## src/rtl/halt_unit.sv

```systemverilog
// Retirement-side halt controller: shadows the return-value register, freezes the
// front end on a retired halt, waits for memory to drain, then raises isHalt.
// Optional drain timeout is enabled with `define HALT_DRAIN_TIMEOUT_EN.
module halt_unit #(
  parameter int RET_REG      = 3,
  parameter int DRAIN_CYCLES = 2,
  parameter int TIMEOUT      = 255
) (
  input  logic        clk,
  input  logic        rst_n,
  input  logic        wb_valid,
  input  logic        wb_is_halt,
  input  logic        wb_we,
  input  logic [2:0]  wb_rd,
  input  logic [15:0] wb_data,
  input  logic        mem_busy,
  output logic        freeze,
  output logic        isHalt,
  output logic [15:0] ret_val,
  output logic        drain_timeout
);

  typedef enum logic [1:0] {RUN, DRAIN, HALT} state_t;

  state_t     state;
  logic [7:0] drain_cnt;
  logic       halt_retire;
  logic       drain_done;

  assign halt_retire = (state == RUN) && wb_valid && wb_is_halt;
  // Completion is judged on the counter value before this edge's update.
  assign drain_done  = !mem_busy && (drain_cnt == 8'(DRAIN_CYCLES - 1));

`ifdef HALT_DRAIN_TIMEOUT_EN
  logic [15:0] timeout_cnt;
  logic        timeout_hit;

  assign timeout_hit = (timeout_cnt + 16'd1) == 16'(TIMEOUT);

  always_ff @(posedge clk or negedge rst_n) begin
    if (!rst_n) begin
      timeout_cnt   <= '0;
      drain_timeout <= 1'b0;
    end else if (halt_retire) begin
      timeout_cnt <= '0;
    end else if (state == DRAIN) begin
      timeout_cnt <= timeout_cnt + 16'd1;
      // Normal completion on the same edge takes priority over the timeout.
      if (!drain_done && timeout_hit) drain_timeout <= 1'b1;
    end
  end
`else
  assign drain_timeout = 1'b0;
`endif

  // NOTE: sequential state uses non-blocking (<=) so every register samples
  // pre-edge values; blocking here would create order-dependent races.
  always_ff @(posedge clk or negedge rst_n) begin
    if (!rst_n) begin
      state     <= RUN;
      drain_cnt <= '0;
      freeze    <= 1'b0;
      isHalt    <= 1'b0;
      ret_val   <= '0;
    end else begin
      unique case (state)
        RUN: begin
          if (halt_retire) begin
            state     <= DRAIN;
            freeze    <= 1'b1;
            drain_cnt <= '0;
          end else if (wb_valid && wb_we && wb_rd != 3'd0 && wb_rd == 3'(RET_REG)) begin
            ret_val <= wb_data;
          end
        end
        DRAIN: begin
          if (drain_done) begin
            state  <= HALT;
            isHalt <= 1'b1;
          end
`ifdef HALT_DRAIN_TIMEOUT_EN
          else if (timeout_hit) begin
            state  <= HALT;
            isHalt <= 1'b1;
          end
`endif
          if (mem_busy)                drain_cnt <= '0;
          else if (drain_cnt != 8'hFF) drain_cnt <= drain_cnt + 8'd1;
        end
        HALT: ;
        default: state <= RUN;
      endcase
    end
  end

endmodule

```

## config.mk

```make
export PLATFORM = sky130hd
export DESIGN_NAME = halt_unit
export DESIGN_NICKNAME = d
export VERILOG_FILES = /design/src/rtl/halt_unit.sv
export SDC_FILE = /design/constraint.sdc
export NUM_CORES = 1
export LEC_CHECK = 0
export ABC_AREA = 1
export CAP_MARGIN = 20
export CELL_PAD_IN_SITES_DETAIL_PLACEMENT = 0
export CELL_PAD_IN_SITES_GLOBAL_PLACEMENT = 1
export CORE_MARGIN = 2
export CORE_UTILIZATION = 47
export CTS_CLUSTER_DIAMETER = 40
export DETAILED_ROUTE_END_ITERATION = 10
export DONT_BUFFER_PORTS = 1
export HOLD_SLACK_MARGIN = 0.1
export PLACE_DENSITY_LB_ADDON = 0.1
export SYNTH_ARGS = -nofsm -noshare
export SYNTH_HDL_FRONTEND = slang
export SYNTH_SLANG_ARGS = --single-unit
export TNS_END_PERCENT = 10
```

## constraint.sdc

```tcl
create_clock -name clk -period 2.2 [get_ports clk]
set_input_delay 0.33 -clock clk [delete_from_list [all_inputs] [get_ports clk]]
set_output_delay 0.33 -clock clk [all_outputs]
set_load 0.05 [all_outputs]
```

======== Yosys cells after proc, flatten, opt, wreduce, memory -nomap -nowiden ========
Cells that the tools add are included.
storage, ports and cells
  register bits after elaboration ......... 28
  input bits .............................. 25
  output and inout bits ................... 19
  word-level logic and storage cells ...... 38
cells by class
  add/subtract/negate cells ............... 1
  eq/ne operators ......................... 8
  muxes and demuxes ....................... 7
  bitwise gates (word level) .............. 2
  reductions and logical operators ........ 15
operators with widths
  cell                   number
  $mux W8                3
  $pmux W8 S2            1
  $reduce_and A3 Y1      3
  $add A8 B1 Y8 const B  1
  $eq A8 B1 Y1 const B   1
  $ne A8 B8 Y1 const B   1
  $logic_and A1 B1 Y1    6
  $pmux W2 S3            1
  $mux W2                2
  $ne A2 B2 Y1 const B   2
  $reduce_and A2 Y1      2
  $eq A3 B2 Y1 const B   1
  $ne A3 B3 Y1 const B   1
  $reduce_bool A3 Y1     1
  $eq A2 B1 Y1 const B   1
  $eq A2 B2 Y1 const B   1
  $logic_not A2 Y1       1
  $not A1 Y1             2
  $reduce_bool A2 Y1     1
  $logic_not A1 Y1       1

======== Depth between registers and ports, before layout ========
Gate-level depths: netlist of the first run.
  depth after elaboration ................. 5
  depth in mapped cells ................... 10
  depth with buffers taken out ............ 9

======== Least setup slack after synthesis of the first run ========
OpenSTA, ideal clock, no wires.
  path kind ............................... register -> register
  from .................................... register drain_cnt[0]
  to ...................................... register drain_cnt[3]
  library setup time ...................... 0.118 ns
  data arrival time ....................... 1.200 ns
  data required time ...................... 2.082 ns
  slack ................................... 0.883 ns
  stages on the path, launching flop included .. 11
  buffers on the path ..................... 1
  clock period less this slack ............ 1.317 ns
  cells stage by stage .................... dfrtp_1 -> ha_1 -> nand2_2 -> inv_2 -> nand2_2 -> nor2_4 -> nand2_2 -> nand2_2 -> buf_6 -> nand2_1 -> o21ai_2
between the ends
  longest elaborated chain between the ends .. 4
  elaborated cells on any way between the ends .. 7
  those cells by class .................... 1 x add/sub; 2 x eq/ne; 3 x mux; 1 x reduce/logical
ends and longest elaborated chain
  what                      RTL line  text
  start: declaration        26        logic [7:0] drain_cnt;
  start signal: assignment  88        else if (drain_cnt != 8'hFF) drain_cnt <= drain_cnt + 8'd1;
  $add A8 B1 Y8             88
  $mux W8                   88
  $mux W8                   87        if (mem_busy) drain_cnt <= '0;
  $pmux W8 S2               66        unique case (state)
Several ways; a longest one is shown, not always the timed one. The select of a mux whose other input is x is not followed.
A chain may end at the register's enable or synchronous reset.

======== Worst setup path in the final report of the first run ========
  from .................................... register state[0]
  to ...................................... register drain_cnt[3]
between the ends
  longest elaborated chain between the ends .. 5
  elaborated cells on any way between the ends .. 9
  those cells by class .................... 3 x eq/ne; 1 x mux; 5 x reduce/logical
ends and longest elaborated chain
  what                               RTL line  text
  start: declaration                 25        state_t state;
  start signal: assignment           60        state <= RUN;
  start signal: assignment           69        state <= DRAIN;
  start signal: assignment           78        state <= HALT;
  $logic_not A2 Y1                   30, 66
  $logic_and A1 B1 Y1 (2 in series)  30        assign halt_retire = (state == RUN) && wb_valid && wb_is_halt;
  $ne A2 B2 Y1 (no line)             --
  $reduce_and A3 Y1 (no line)        --
Several ways; a longest one is shown, not always the timed one.

==> impl_metrics.json, run 1 <==
{
  "critPathLaunchType": "flop",
  "grt_pass1_vias": 1029,
  "wl_per_cell_microns": 13.42,
  "design_area_sq_mm": 0.001440,
  "layout-drive-gt1-share_pct": 11.83,
  "hold_path_depth": 2,
  "path_class": "reg2reg",
  "switching_share_pct": 19.35,
  "r2r-end": "drain_cnt[3]",
  "synth_nets": 194,
  "cts_sinks": 28,
  "vias_per_cell": 5.215,
  "die_width_microns": 57.50,
  "arrival_ns": 1.72,
  "fmax_mhz": 687.1,
  "clkTransAtPathRegs_ns": 0.15,
  "r2r_cells": 7,
  "hold_viol": 0,
  "h-tree-depth": 1,
  "drt-total-wl_microns": 2683,
  "whs_endpoint": "ret_val[2]",
  "dieArea_sq_mm": 0.003306,
  "clkLatencyLatePin_ns": 0.32,
  "finalSetupTns_ns": 0,
  "rows": 19,
  "p_sw_uw": 169.3,
  "cp_max_fo": 18,
  "synth_area_sq_mm": 0.001345,
  "synth.distinct_cells": 24,
  "placed_area_sq_mm": 0.001358,
  "synth-seq-cells": 28,
  "area_growth_pct": 7.070,
  "diodes": 0,
  "rsz0062_at_grt": "no",
  "nNetsFinal": 197,
  "root_buffer": "clkbuf_4",
  "end_kind": "flop",
  "outcome": "finished clean",
  "grt_max_degree": 29,
  "leakage_uw": 0.0007582,
  "seqPwrFrac_pct": 58.9,
  "internal_power_uw": 705.3,
  "clockPowerShare_pct": 38.6,
  "syn_avg_cell_area_sq_um": 8.054,
  "place.gp.congestion": 0.8498,
  "grt_antenna_before_repair": 0,
  "grt_pass1_wl_microns": 4560,
  "peakVddDrop_mv": 0.4282,
  "reg2reg_from": "state[0]",
  "numCtsBuffers": 3,
  "hp-start": "wb_data[2]",
  "first_pass_iters": 4,
  "fillCellCount": 277,
  "grtUsageTotal_pct": 17.79,
  "timing.max_cap.violations": 0,
  "cp.required_ns": 2.47,
  "dp_hpwl_microns": 1900,
  "combPwrFrac_pct": 2.6,
  "initialDrtViolationCount": 51,
  "io_buffers": 0,
  "fin_crit_sh_pct": 66.16,
  "cts_tree": "done",
  "cts_buffer_depth": 2,
  "ff2ff_setup_slack_ns": 0.74,
  "period_minus_slack_ns": 1.455,
  "setup_viol": 0,
  "ys_warn_count": 0,
  "seq_area_frac_synth_pct": 52.09,
  "p_per_area_mw_per_mm2": 607.3,
  "finalClockSkew_ns": 0.0009155,
  "hold_ws_ns": 0.1225,
  "dieHeight_microns": 57.50,
  "coreArea_sq_mm": 0.002734,
  "postSynthCellCount": 167,
  "antenna_left": 0,
  "slew_viol_final": 0,
  "hp-class": "in2reg",
  "grt.overflow.total": 0,
  "cts_setup_buffers": 0,
  "ios": 44,
  "start_util_pct": 49.20,
  "vias": 1043,
  "drc": 0
}
## worst max-delay path: stages (launching register included)
cell     delay (ns)
dfrtp_1        0.44
nor2_1         0.14
nand2_1        0.07
inv_2          0.25
nor2_1         0.10
nand2_2        0.23
nand2_1        0.11
o21ai_2        0.06
## cell usage in the layout, fill, tap and decap left out, types with 2 or more instances in the layout
cell      instances
nand2_1          63
o21ai_0           3
nor2_1            9
ha_1              2
inv_1            11
dfrtp_1          28
inv_2             2
o21ai_2           2
nand3_1          24
clkbuf_4          3
nand2_2           6
or2_2             2
## stage by stage
step                      total power (uW)  instances  utilization (%)  setup WS, ns
after floorplan                      532.3        167                -        0.8825
after global placement               531.5        194            49.66        0.7824
after global routing                 902.6        200            52.68        0.5648
after CTS                            888.1        200            52.68        0.7186
after detailed placement             531.7        194            49.66        0.7505
final                                874.6        200            52.68        0.7446
## per-layer routing
layer / share of wire, % / track usage, %
met5: 0 / 0
met4: 0.71 / 5.980
met3: 5.7 / 3.628
met2: 48 / 29.22
met1: 46 / 23.44
## how the worst max path moves through the flow
stage	from	end	slack, ns
detailed placement	state[0]	ret_val[3]	0.75
CTS	state[0]	drain_cnt[1]	0.72
floorplan	drain_cnt[0]	drain_cnt[3]	0.88
finish	state[0]	drain_cnt[3]	0.74
global placement	state[0]	drain_cnt[7]	0.78
global route	state[0]	drain_cnt[3]	0.56
## Yosys cell counts, drive strengths merged
cell type | count | area share (%)
nand3b | 1 | 0.56
ha | 2 | 1.9
buf | 5 | 2.5
a21oi | 1 | 0.37
o21ai | 6 | 2.8
o21bai | 1 | 0.56
nor3 | 1 | 0.37
conb | 1 | 0.28
nand3 | 24 | 8.9
nor4 | 1 | 0.47
nand2 | 69 | 20
dfrtp | 28 | 52
nand4 | 1 | 0.47
or2 | 2 | 0.93
inv | 13 | 3.6
nor2 | 11 | 3.8
## cells by family after synthesis
family / share of synthesized area, %
AO/OA/AOI/OAI: 3.720
flip-flops: 52.09
AND/OR/NAND/NOR: 35.91
adder cells (fa/ha/maj): 1.860
buffers and inverters: 6.140
other: 0.2788
## timing repair
item,4_1_cts,5_1_grt
hold buffers,2,0
gates resized for setup,0,0
hold endpoints to repair,28,0
## power groups by stage
stage / logic, uW / registers (uW) / clock network, uW
4_1_cts: 23.5 / 515 / 350
3_5_place_dp: 7.19 / 525 / 0
6_report: 22.4 / 515 / 337
3_3_place_gp: 7.01 / 525 / 0
5_1_grt: 25.2 / 515 / 362
2_1_floorplan: 7.75 / 525 / 0
## flip-flops by register name (all words and copies together) (netlist names)
signal / cells
state: 2
isHalt: 1
drain_cnt: 8
ret_val: 16
freeze: 1
## layout make-up
| cell class | count | area (sq um) | area share (%) |
|---|---|---|---|
| clock inverter | 1 | 30.03 | 2.085 |
| timing repair buffer | 3 | 37.54 | 2.606 |
| tap | 31 | 38.79 | 2.693 |
| inverter | 13 | 48.80 | 3.388 |
| multi-input combinational | 121 | 561.8 | 39.01 |
| clock buffer | 3 | 22.52 | 1.564 |
| sequential | 28 | 700.7 | 48.65 |
(Power assumes the default switching activity.)
==> inputs of run 2 (changes only) <==
CORE_UTILIZATION = 43   (was 47)
clock period = 1.5 ns   (was 2.2 ns; I/O delays follow)
==> run 2 against run 1 <==
- utilization is 2.4 points higher
- sequential cell count stayed put
- critical path type unchanged
- final cell count is 12% higher
- critical path depth is 3 lower
- highest routed layer unchanged
- cell area is 15% higher
- die area is 8.6% higher
- critical endpoint is now state[0]
- clock skew is 0.011 ns higher
- largest cell class unchanged
- non-clock buffer count is 21 higher
==> impl_metrics.json, run 2 (synthesis results as in run 1) <==
{
  "cp_max_fo": 4,
  "fmax_mhz": 734.9,
  "nNetsFinal": 218,
  "internal_power_uw": 1066,
  "p_sw_uw": 254.0,
  "coreArea_sq_mm": 0.003003,
  "hp-start": "mem_busy",
  "clkTransAtPathRegs_ns": 0.16,
  "period_minus_slack_ns": 1.361,
  "rows": 20,
  "grtUsageTotal_pct": 17.60,
  "pre_cts_ws_ns": 0.07030,
  "combPwrFrac_pct": 5.4,
  "cts_tree": "done",
  "drc": 0,
  "dieHeight_microns": 59.93,
  "layout_common_cells": "63 x nand2_1, 27 x dfrtp_1, 24 x nand3_1",
  "hold_path_depth": 3,
  "finalClockSkew_ns": 0.01191,
  "area_growth_pct": 22.98,
  "r2r_cells": 4,
  "regMostFlops": "ret_val",
  "crit_chain": "nor2_1 > nand3_1 > dlygate4sd3_1 > nand2_1",
  "ff2ff_setup_slack_ns": 0.14,
  "cts_buffer_depth": 2,
  "clkLatencyLatePin_ns": 0.33,
  "critPathLaunchType": "flop",
  "first_pass_iters": 4,
  "cpPeakStageDelay_ns": 0.58,
  "worst_slew_pin_slew_ns": 0.5091,
  "start_util_pct": 44.79,
  "slew_headroom_pct": 65.75,
  "numCtsBuffers": 3,
  "r2r-end": "state[0]",
  "ios": 44,
  "h-tree-depth": 1,
  "slew_viol_final": 0,
  "hp-class": "in2reg",
  "cts_sinks": 28,
  "leakage_uw": 0.0008443,
  "grt_pass1_wl_microns": 4747,
  "critical-path-top-delay-family": "buffers and inverters",
  "cp.required_ns": 1.79,
  "reg2reg_from": "state[0]",
  "diodes": 0,
  "grt_max_degree": 29,
  "initialDrtViolationCount": 37,
  "outcome": "finished clean",
  "p_per_area_mw_per_mm2": 797.8,
  "power_uw": 1320,
  "grt_antenna_before_repair": 0,
  "die_width_microns": 59.93,
  "vias_per_cell": 5.099,
  "finalSetupTns_ns": 0,
  "grt_pass1_vias": 1122,
  "grt.overflow.total": 0,
  "path_class": "reg2reg",
  "dieArea_sq_mm": 0.003592,
  "hold_viol": 0,
  "whs_endpoint": "drain_cnt[1]",
  "vias": 1137,
  "largestRegisters": "ret_val (16), drain_cnt (8), state (2)",
  "rsz0062_at_grt": "no",
  "setup_viol": 0,
  "fin_crit_sh_pct": 90.71,
  "dp_hpwl_microns": 1871,
  "slowest_stage": "dlygate4sd3_1",
  "timing.max_cap.violations": 0,
  "timing.final.ws_setup_ns": 0.1393,
  "fillCellCount": 276,
  "clockPowerShare_pct": 37.4,
  "antenna_left": 0,
  "drt-total-wl_microns": 2796,
  "seqPwrFrac_pct": 57.2,
  "place.gp.congestion": 0.8367,
  "layout.cells.most_common": "nand2_1",
  "hold_ws_ns": 0.2013,
  "layout-drive-gt1-share_pct": 12.11,
  "largest_reg_flops": 16,
  "io_buffers": 0,
  "peakVddDrop_mv": 0.4504,
  "root_buffer": "clkbuf_4",
  "crit_buf_inv": 1,
  "end_kind": "flop",
  "wl_per_cell_microns": 12.54,
  "arrival_ns": 1.65,
  "switching_share_pct": 19.25
}
==> run 2: cell types whose count changed in the layout (fill, tap and decap cells not counted) <==
cell / delta
dlygate4sd3_1: +19
buf_4: +2
dfrtp_1: -1
dfrtp_2: +1
nand2_2: -1
nand2_4: +1
o21ai_0: -1
o21ai_1: +1
==> run 2: cell type report <==
class	count	area (sq um)	area share, %
Clock buffer	3	22.52	1.362
Clock inverter	1	30.03	1.815
Inverter	13	48.80	2.950
Multi-Input combinational cell	121	566.8	34.27
Sequential cell	28	701.9	42.44
Tap cell	33	41.29	2.496
Timing Repair Buffer	24	242.7	14.67
==> run 2: through the flow <==
step           utilization, %  cell area (sq um)  std cells
2_1_floorplan               -               1345        167
3_3_place_gp            45.54               1368        197
3_5_place_dp            45.54               1368        197
4_1_cts                 54.63               1640        222
5_1_grt                 55.08               1654        223
6_report                55.08               1654        223
==> run 2: worst max-delay path by stage <==
stage / to / startpoint / depth (start not counted) / slack, ns
6_report: state[0] / state[0] / 4 / 0.14
5_1_grt: drain_cnt[1] / drain_cnt[0] / 9 / 0.005
4_1_cts: drain_cnt[3] / drain_cnt[1] / 9 / 0.04
3_5_place_dp: drain_cnt[1] / drain_cnt[0] / 8 / 0.07
3_3_place_gp: drain_cnt[0] / drain_cnt[1] / 8 / 0.13
2_1_floorplan: drain_cnt[3] / drain_cnt[0] / 10 / 0.18
==> run 2: timing repair <==
| action | 4_1_cts | 5_1_grt |
|---|---|---|
| endpoints found under the setup margin | 0 | 8 |
| setup buffers | 0 | 1 |
| hold buffers | 21 | 0 |
| gates resized for setup | 0 | 3 |
| hold endpoints to repair | 46 | 0 |
==> run 2: worst register-to-register path: cells and delay by family, from the launching register on <==
kind          cells  cell delay [ns]
simple gates      3             0.29
buf+inv           1             0.58
flops             1             0.44
==> run 2: metal layers <==
layer  vias up  GRT usage [%]  routed length (microns)
met2        33          27.80                     1325
met1       526          23.91                     1283
met5         -              0                        0
li1        573              -                        -
met3         5          3.247                      146
met4         0          6.667                       40
==> run 2: power groups by stage <==
stage | registers [uW] | logic (uW) | clock network (uW)
after CTS | 755 | 72.3 | 521
after global placement | 769 | 10.3 | 0
after detailed placement | 769 | 10.4 | 0
after floorplan | 769 | 11.4 | 0
after global routing | 755 | 76.7 | 545
final | 755 | 70.7 | 494
==> inputs of run 3 (changes only) <==
CAP_MARGIN = unset   (was 20)
CTS_BUF_LIST = sky130_fd_sc_hd__clkbuf_16   (was unset)
==> run 3 against run 2 <==
- clock power up 59%
- global-route usage down 1.2 points
- combinational power down 16%
- final cell count down 2.7%
- via count down 5.0%
- cell area down 0.45%
- register-to-register slack better by 0.03 ns
- total power up 21%
- clock-buffer cell count unchanged
- sequential cell count unchanged
- maximum frequency up 2.1%
- largest power group is now clock
- highest routed layer unchanged
==> impl_metrics.json, run 3 (synthesis results as in run 1) <==
{
  "fin_util_pct": 54.83,
  "drc": 0,
  "clockPowerShare_pct": 49.1,
  "h-tree-depth": 1,
  "nNetsFinal": 212,
  "combPwrFrac_pct": 3.7,
  "place.gp.congestion": 0.8367,
  "switching_share_pct": 17.65,
  "coreArea_sq_mm": 0.003003,
  "dieArea_sq_mm": 0.003592,
  "ios": 44,
  "root_buffer": "clkbuf_16",
  "fin_crit_sh_pct": 88.80,
  "rows": 20,
  "arrival_ns": 1.48,
  "timing.final.ws_setup_ns": 0.1680,
  "first_pass_iters": 4,
  "clkTransAtPathRegs_ns": 0.07,
  "grtUsageTotal_pct": 16.38,
  "fmax_mhz": 750.7,
  "end_kind": "flop",
  "cp.required_ns": 1.65,
  "initialDrtViolationCount": 40,
  "layout.cells.most_common": "nand2_1",
  "grt_pass1_vias": 1078,
  "finalClockSkew_ns": 0.001580,
  "internal_power_uw": 1318,
  "critPathLaunchType": "flop",
  "timing.max_cap.violations": 0,
  "seqPwrFrac_pct": 47.2,
  "grt_max_degree": 29,
  "fillCellCount": 284,
  "p_per_area_mw_per_mm2": 971.8,
  "grt.overflow.total": 0,
  "setup_viol": 0,
  "area_growth_pct": 22.42,
  "dp_hpwl_microns": 1871,
  "hp-class": "in2reg",
  "leakage_uw": 0.0008458,
  "dieHeight_microns": 59.93,
  "slew_viol_final": 0,
  "rsz0062_at_grt": "no",
  "p_sw_uw": 282.5,
  "period_minus_slack_ns": 1.332,
  "cts_sinks": 28,
  "die_width_microns": 59.93,
  "outcome": "finished clean",
  "peakVddDrop_mv": 0.5083,
  "multi_input_area_sq_um": 566.8,
  "regMostFlops": "ret_val",
  "path_class": "reg2reg",
  "largest_reg_flops": 16,
  "vias": 1080,
  "io_buffers": 0,
  "clkLatencyLatePin_ns": 0.26,
  "pre_cts_ws_ns": 0.07030,
  "finalSetupTns_ns": 0,
  "largestRegisters": "ret_val (16), drain_cnt (8), state (2)",
  "numCtsBuffers": 3,
  "diodes": 0,
  "grt_antenna_before_repair": 0,
  "start_util_pct": 44.79,
  "drt-total-wl_microns": 2622,
  "layout_common_cells": "63 x nand2_1, 27 x dfrtp_1, 24 x nand3_1",
  "cp_max_fo": 13,
  "grt_pass1_wl_microns": 4505,
  "wl_per_cell_microns": 12.08,
  "vias_per_cell": 4.977,
  "layout-drive-gt1-share_pct": 12.50,
  "hold_viol": 0,
  "antenna_left": 0,
  "cts_tree": "done",
  "cts_buffer_depth": 2,
  "ff_latch_area_sq_um": 701.9
}
[run 3: cell count changes in the layout (fill, tap and decap cells not counted), sizes merged]
cell         change
dlygate4sd3      -6
[run 3: path summary, 6_finish.rpt]
check                      slack, ns  depth (start not counted)            to    startpoint
max                             0.17                          9  drain_cnt[0]  drain_cnt[1]
min in group asynchronous       0.39                          2    ret_val[7]         rst_n
max reg2reg                     0.17                          9  drain_cnt[0]  drain_cnt[1]
min                             0.10                          2    ret_val[7]    wb_data[7]
max in group asynchronous       0.93                          2  drain_cnt[1]         rst_n
min reg2reg                     0.53                          2  drain_cnt[6]  drain_cnt[6]
[run 3: what timing repair did]
item	CTS	global route
gates resized for setup	0	2
endpoints found under the hold margin	41	0
buffers inserted	0	1
setup endpoints to repair	0	8
hold buffers	15	0
[run 3: stage by stage]
| step | instance area, sq um | instances | hold WS, ns | total power (uW) |
|---|---|---|---|---|
| after CTS | 1633 | 216 | 0.1023 | 1626 |
| after global placement | 1368 | 197 | -0.06982 | 779.6 |
| final | 1647 | 217 | 0.1047 | 1600 |
| after floorplan | 1345 | 167 | -0.07059 | 780.7 |
| after detailed placement | 1368 | 197 | -0.06974 | 779.7 |
| after global routing | 1647 | 217 | 0.1176 | 1646 |
[run 3: area by class of cell]
class / instances / share of cell area, %
Multi-Input combinational cell: 121 / 34.42
Inverter: 13 / 2.964
Clock inverter: 1 / 1.824
Sequential cell: 28 / 42.63
Tap cell: 33 / 2.508
Timing Repair Buffer: 18 / 11.09
Clock buffer: 3 / 4.559
[run 3: critical path, cell delays in order (launching register included)]
cell and delay, ns:
dfrtp_2 0.44, ha_1 0.21, nand2_2 0.07, inv_2 0.05
nand2_2 0.09, nor2_4 0.04, nand2_2 0.07, nand2_4 0.10
nand2_1 0.08, o21ai_0 0.07
[run 3: per-layer routing]
layer / global-route usage, % / vias up / share of wire (%)
met1: 21.72 / 486 / 44
li1: - / 557 / -
met3: 2.814 / 2 / 6.2
met4: 5.714 / 0 / 1.0
met5: 0 / - / 0
met2: 26.86 / 35 / 48
[run 3: power by group through the flow]
| stage | combinational [uW] | sequential [uW] | clock [uW] |
|---|---|---|---|
| CTS | 61.8 | 754 | 810 |
| global placement | 10.3 | 769 | 0 |
| finish | 59.7 | 755 | 786 |
| global route | 65.2 | 754 | 827 |
| detailed placement | 10.4 | 769 | 0 |
| floorplan | 11.4 | 769 | 0 |
